### config.mk
export PLATFORM = sky130hd
export DESIGN_NAME = sr_button_conditioner
export DESIGN_NICKNAME = d
export VERILOG_FILES = /design/src/rtl/sr_button_conditioner.sv
export SDC_FILE = /design/constraint.sdc
export NUM_CORES = 1
export LEC_CHECK = 0
export ABC_AREA = 1
export CAP_MARGIN = 10
export CORE_UTILIZATION = 60
export DETAILED_ROUTE_END_ITERATION = 16
export PLACE_DENSITY = 0.9
export SYNTH_ARGS = -nofsm -noshare
export SYNTH_HDL_FRONTEND = slang
export SYNTH_SLANG_ARGS = --single-unit
### constraint.sdc
create_clock -name clk -period 1.5 [get_ports clk]
set_input_delay 0.15 -clock clk [delete_from_list [all_inputs] [get_ports clk]]
set_output_delay 0.15 -clock clk [all_outputs]
set_load 0.01 [all_outputs]
### src/rtl/sr_button_conditioner.sv
`default_nettype none
// ============================================================================
// Module : sr_button_conditioner (+ sr_debounce_channel)
// Brief  : sync + counter debounce of raw S/R pads, mutually exclusive S/R drive
// Rev    : 1.0
// ============================================================================

module sr_debounce_channel #(
  parameter int DEBOUNCE_CYCLES = 2_000_000
) (
  input  logic clk,
  input  logic rst_n,
  input  logic pad_i,
  output logic level_o,
  output logic pulse_o
);

  localparam int CNT_W = $clog2(DEBOUNCE_CYCLES + 1);
  localparam logic [CNT_W-1:0] c_cnt_last = CNT_W'(DEBOUNCE_CYCLES - 1);

  localparam logic [1:0] c_st_stable_lo = 2'd0;
  localparam logic [1:0] c_st_pend_hi   = 2'd1;
  localparam logic [1:0] c_st_stable_hi = 2'd2;
  localparam logic [1:0] c_st_pend_lo   = 2'd3;

  logic             sync1_q;
  logic             sync_q;
  logic [1:0]       state_q;
  logic [1:0]       state_d;
  logic [CNT_W-1:0] cnt_q;
  logic [CNT_W-1:0] cnt_d;
  logic             pulse_q;
  logic             pulse_d;
  logic             w_level;

  // The accepted level is encoded in the state: high while stable-high or
  // while a pending fall has not yet been confirmed.
  assign w_level = (state_q == c_st_stable_hi) || (state_q == c_st_pend_lo);

  always_ff @(posedge clk or negedge rst_n) begin
    if (!rst_n) begin
      sync1_q <= 1'b0;
      sync_q  <= 1'b0;
    end else begin
      sync1_q <= pad_i;
      sync_q  <= sync1_q;
    end
  end

  always_comb begin
    state_d = state_q;
    cnt_d   = cnt_q;
    pulse_d = 1'b0;
    if (sync_q == w_level) begin
      cnt_d   = '0;
      state_d = w_level ? c_st_stable_hi : c_st_stable_lo;
    end else if (cnt_q == c_cnt_last) begin
      cnt_d   = '0;
      state_d = sync_q ? c_st_stable_hi : c_st_stable_lo;
      pulse_d = sync_q;
    end else begin
      cnt_d   = cnt_q + 1'b1;
      state_d = sync_q ? c_st_pend_hi : c_st_pend_lo;
    end
  end

  always_ff @(posedge clk or negedge rst_n) begin
    if (!rst_n) begin
      state_q <= c_st_stable_lo;
      cnt_q   <= '0;
      pulse_q <= 1'b0;
    end else begin
      state_q <= state_d;
      cnt_q   <= cnt_d;
      pulse_q <= pulse_d;
    end
  end

  assign level_o = w_level;
  assign pulse_o = pulse_q;

endmodule

module sr_button_conditioner #(
  parameter int DEBOUNCE_CYCLES = 2_000_000,
  parameter int PRIORITY        = 0
) (
  input  logic clk,
  input  logic rst_n,
  input  logic btn_s,
  input  logic btn_r,
  output logic s_level,
  output logic r_level,
  output logic s_pulse,
  output logic r_pulse,
  output logic s_out,
  output logic r_out,
  output logic conflict
);

  logic [1:0] w_pad;
  logic [1:0] w_level;
  logic [1:0] w_pulse;
  logic       s_out_q;
  logic       s_out_d;
  logic       r_out_q;
  logic       r_out_d;

  assign w_pad = {btn_r, btn_s};

  generate
    for (genvar ch = 0; ch < 2; ch++) begin : g_chan
      sr_debounce_channel #(
        .DEBOUNCE_CYCLES(DEBOUNCE_CYCLES)
      ) u_chan (
        .clk    (clk),
        .rst_n  (rst_n),
        .pad_i  (w_pad[ch]),
        .level_o(w_level[ch]),
        .pulse_o(w_pulse[ch])
      );
    end
  endgenerate

  // Both levels high is the forbidden latch input; unknown PRIORITY values
  // fall back to driving neither side so the latch simply holds.
  always_comb begin
    s_out_d = w_level[0];
    r_out_d = w_level[1];
    if (w_level[0] && w_level[1]) begin
      s_out_d = (PRIORITY == 1);
      r_out_d = (PRIORITY == 2);
    end
  end

  always_ff @(posedge clk or negedge rst_n) begin
    if (!rst_n) begin
      s_out_q <= 1'b0;
      r_out_q <= 1'b0;
    end else begin
      s_out_q <= s_out_d;
      r_out_q <= r_out_d;
    end
  end

  assign s_level  = w_level[0];
  assign r_level  = w_level[1];
  assign s_pulse  = w_pulse[0];
  assign r_pulse  = w_pulse[1];
  assign s_out    = s_out_q;
  assign r_out    = r_out_q;
  assign conflict = w_level[0] & w_level[1];

endmodule

`default_nettype wire
==> reports/summary.txt <==
H-Tree Level Count -> 2
#FFs+latches synth -> 52
Ys Warns -> 0
Sw Share -> 19.70%
die footprint -> 4955 um^2
Finish-stage setup viols -> 0
Levels on crit path -> 5
DRC -> 0
crit path buf inv count -> 0
CP delay by family, top -> simple AND/OR/NAND/NOR gates
fin util -> 73.95%
vias in the first global route -> 2186
count of final hold-check violations -> 0
Arr. time, crit path -> 1690 ps
post-DP HPWL -> 4221 um
Via Count -> 2356
combinational group share of total power -> 4.5%
Seq/Total Area, Yosys -> 46.37%
dominant cells by area after synthesis -> dfrtp_1, nor2_1, nand3_1
Mapped Avg Cell Area -> 7.950 um^2
number of library cell types mapped by synthesis -> 26
worst slack, placed -> 40.32 ps
Worst slew margin -> 67.18%
Final nets -> 385
worst r2r src -> g_chan[0].u_chan.cnt_q[18]
Slew @ Worst Pin -> 492.4 ps
Reg clk slew, reported paths -> 90 ps
GPL Wtd Cong -> 0.9189
r2r endpoint -> g_chan[0].u_chan.cnt_q[10]
initial cell density of the core -> 63.58%
outcome -> complete, no violations
die width -> 70.39 um
Post-synth ARST share -> 100.0%
ant diodes -> 0
First-pass DRT Iterations -> 5
Max VDD drop -> 0.6814 mV
Post-DP Area -> 3004 um^2
Fin Setup TNS -> 0 ps
CTS tree -> done
CTS Sinks -> 52
cell depth of the worst flop-to-flop path -> 5
CP max-delay cell -> dfrtp_1
r2r setup slk -> 10 ps
core area -> 4414 um^2
Synthesized Nets -> 359
row count -> 24
EDFF count, synth -> 0
Final ANT Viol Nets -> 0
post-DR vias/cell -> 5.466
proportion of layout cells with a drive suffix above 1 -> 17.94%
Int Power -> 2.122 mW
Worst Path Max Fanout -> 8
final wirelength -> 5955 um
TritonCTS Buffers -> 5
CP cell instances -> nand2_1 > nor3_1 > nand3_4 > nand2_8 > nor2_1
fin. max-slew vios -> 0
clk_lat worst skew -> 310 ps
Mapped Cells -> 353
first-pass GRT wire length -> 9653 um
MaxCap Viol Count -> 0
crit end category -> flop
Net Sw Power -> 0.5206 mW
commonest non-fill, non-tap cell in the layout -> nor2_1
unrepaired setup endpoints after global routing -> true
GRT Overall Usage -> 25.01%
Critical Path End -> g_chan[0].u_chan.cnt_q[10]
fillers -> 313
Flop pwr share -> 54.1%
crit path launch -> g_chan[0].u_chan.cnt_q[18]
Worst Hold Class -> input port to flop
CP required -> 1700 ps
most frequent cells in the layout -> nor2_1, dfrtp_1, nand2_1, inv_1, nand3_1
Final Cycle Share -> 99.20%
Iteration-0 DRC Markers -> 134
Final Worst Setup Slack -> 11.94 ps
Clock power frac -> 41.3%
Area growth syn-to-layout -> 16.32%
initial antenna violation count -> 0
minimum clock period -> 1488 ps
Startpoint Class -> flop
CTS root buf -> clkbuf_8
Synth Cell Area -> 2806 um^2
Max Buffers Root-to-Sink -> 2
die height -> 70.39 um
Fin Clk Skew -> 8.741 ps
largest net degree at the start of global routing -> 22
crit path kind -> flop to flop
IO Pins -> 11
final hold slack -> 272.1 ps
I/O Buffers -> 10
Finished Cell Area -> 3264 um^2
GRT overflow -> 0
Leakage -> 1.334 nW
share of the synthesized area in the top cell type -> 46.37%
Max Freq -> 672.0 MHz
most used flip-flop cell after synthesis -> dfrtp_1
post-synth top area cell -> dfrtp_1
wire length per cell -> 13.82 um
Power Density -> 809.4 nW/um^2
CP max stage delay -> 420 ps
[registers in the layout, summed over array words and instances, names as in the netlist]
signal	count
g_chan.u_chan.cnt_q	42
g_chan.u_chan.pulse_o	2
g_chan.u_chan.state_q	2
g_chan.u_chan.sync1_q	2
g_chan.u_chan.sync_q	2
r_out	1
s_out	1
[what timing repair did]
item | CTS | global route
hold endpoints to repair | 19 | 0
hold buffers | 1 | 0
setup buffers | 2 | 4
pin swaps | 0 | 9
endpoints found under the setup margin | 1 | 28
gates resized for setup | 1 | 25
[worst min-delay path by stage]
stage,startpoint,end,slack (ps),cells past startpoint
floorplan,rst_n,g_chan[0].u_chan.cnt_q[0],-150,0
global placement,rst_n,g_chan[0].u_chan.cnt_q[7],130,1
detailed placement,rst_n,g_chan[0].u_chan.cnt_q[3],130,1
CTS,btn_r,g_chan[1].u_chan.sync1_q,270,1
global route,btn_r,g_chan[1].u_chan.sync1_q,290,1
finish,btn_r,g_chan[1].u_chan.sync1_q,270,1
[final cells by class]
cell class | instances | area (um^2) | share of cell area [%]
Inverter | 45 | 168.9 | 5.174
Multi-Input combinational cell | 253 | 1400 | 42.89
Sequential cell | 52 | 1303 | 39.90
Timing Repair Buffer | 22 | 198.9 | 6.094
Clock inverter | 2 | 60.06 | 1.840
Clock buffer | 5 | 68.82 | 2.108
Tap cell | 52 | 65.06 | 1.993
[cells in the mapped netlist (2+ instances only)]
| cell type | instances |
|---|---|
| nand4_1 | 5 |
| nand3_4 | 2 |
| nor2_2 | 5 |
| dfrtp_1 | 52 |
| nand3_1 | 38 |
| inv_1 | 44 |
| and2_1 | 2 |
| nand2_4 | 2 |
| ha_1 | 2 |
| o21ai_0 | 4 |
| xnor2_1 | 2 |
| o21ai_1 | 4 |
| nand2_2 | 9 |
| nor2_1 | 90 |
| clkbuf_1 | 2 |
| nor3_1 | 4 |
| nand2_1 | 45 |
| xor2_1 | 18 |
| nor2_4 | 6 |
| nor3b_1 | 3 |
| a21oi_1 | 8 |
| nor3b_2 | 2 |
[through the flow]
step	total power, mW	cells
after global routing	2.726	431
after global placement	1.559	417
after floorplan	1.503	353
after detailed placement	1.563	417
final	2.642	431
after CTS	2.637	427
[power by group through the flow]
stage	Sequential [mW]	Clock, mW	Combinational [mW]
floorplan	1.46	0	0.0471
global placement	1.46	0	0.102
detailed placement	1.46	0	0.105
CTS	1.43	1.10	0.107
global route	1.43	1.16	0.136
finish	1.43	1.09	0.119
[kinds of logic (layout without fill, tap and decap cells)]
family | count (synthesis) | in the layout | share of synthesized area (%)
AO/OA/AOI/OAI | 16 | 16 | 2.853
flip-flops | 52 | 52 | 46.37
buffers and inverters | 48 | 74 | 6.464
adder cells (fa/ha/maj) | 2 | 2 | 0.8915
AND/OR/NAND/NOR | 214 | 214 | 36.60
XOR/XNOR | 21 | 21 | 6.821
[metal layers]
metal  part of all wire [%]  wire length (um)  GRT usage (%)
met4                    3.2               190          10.44
met2                     51              3018          42.65
met5                      0                 0              0
met3                    4.0               238          4.473
met1                     42              2508          31.12
Note: power is estimated with default switching activity, not from simulation.
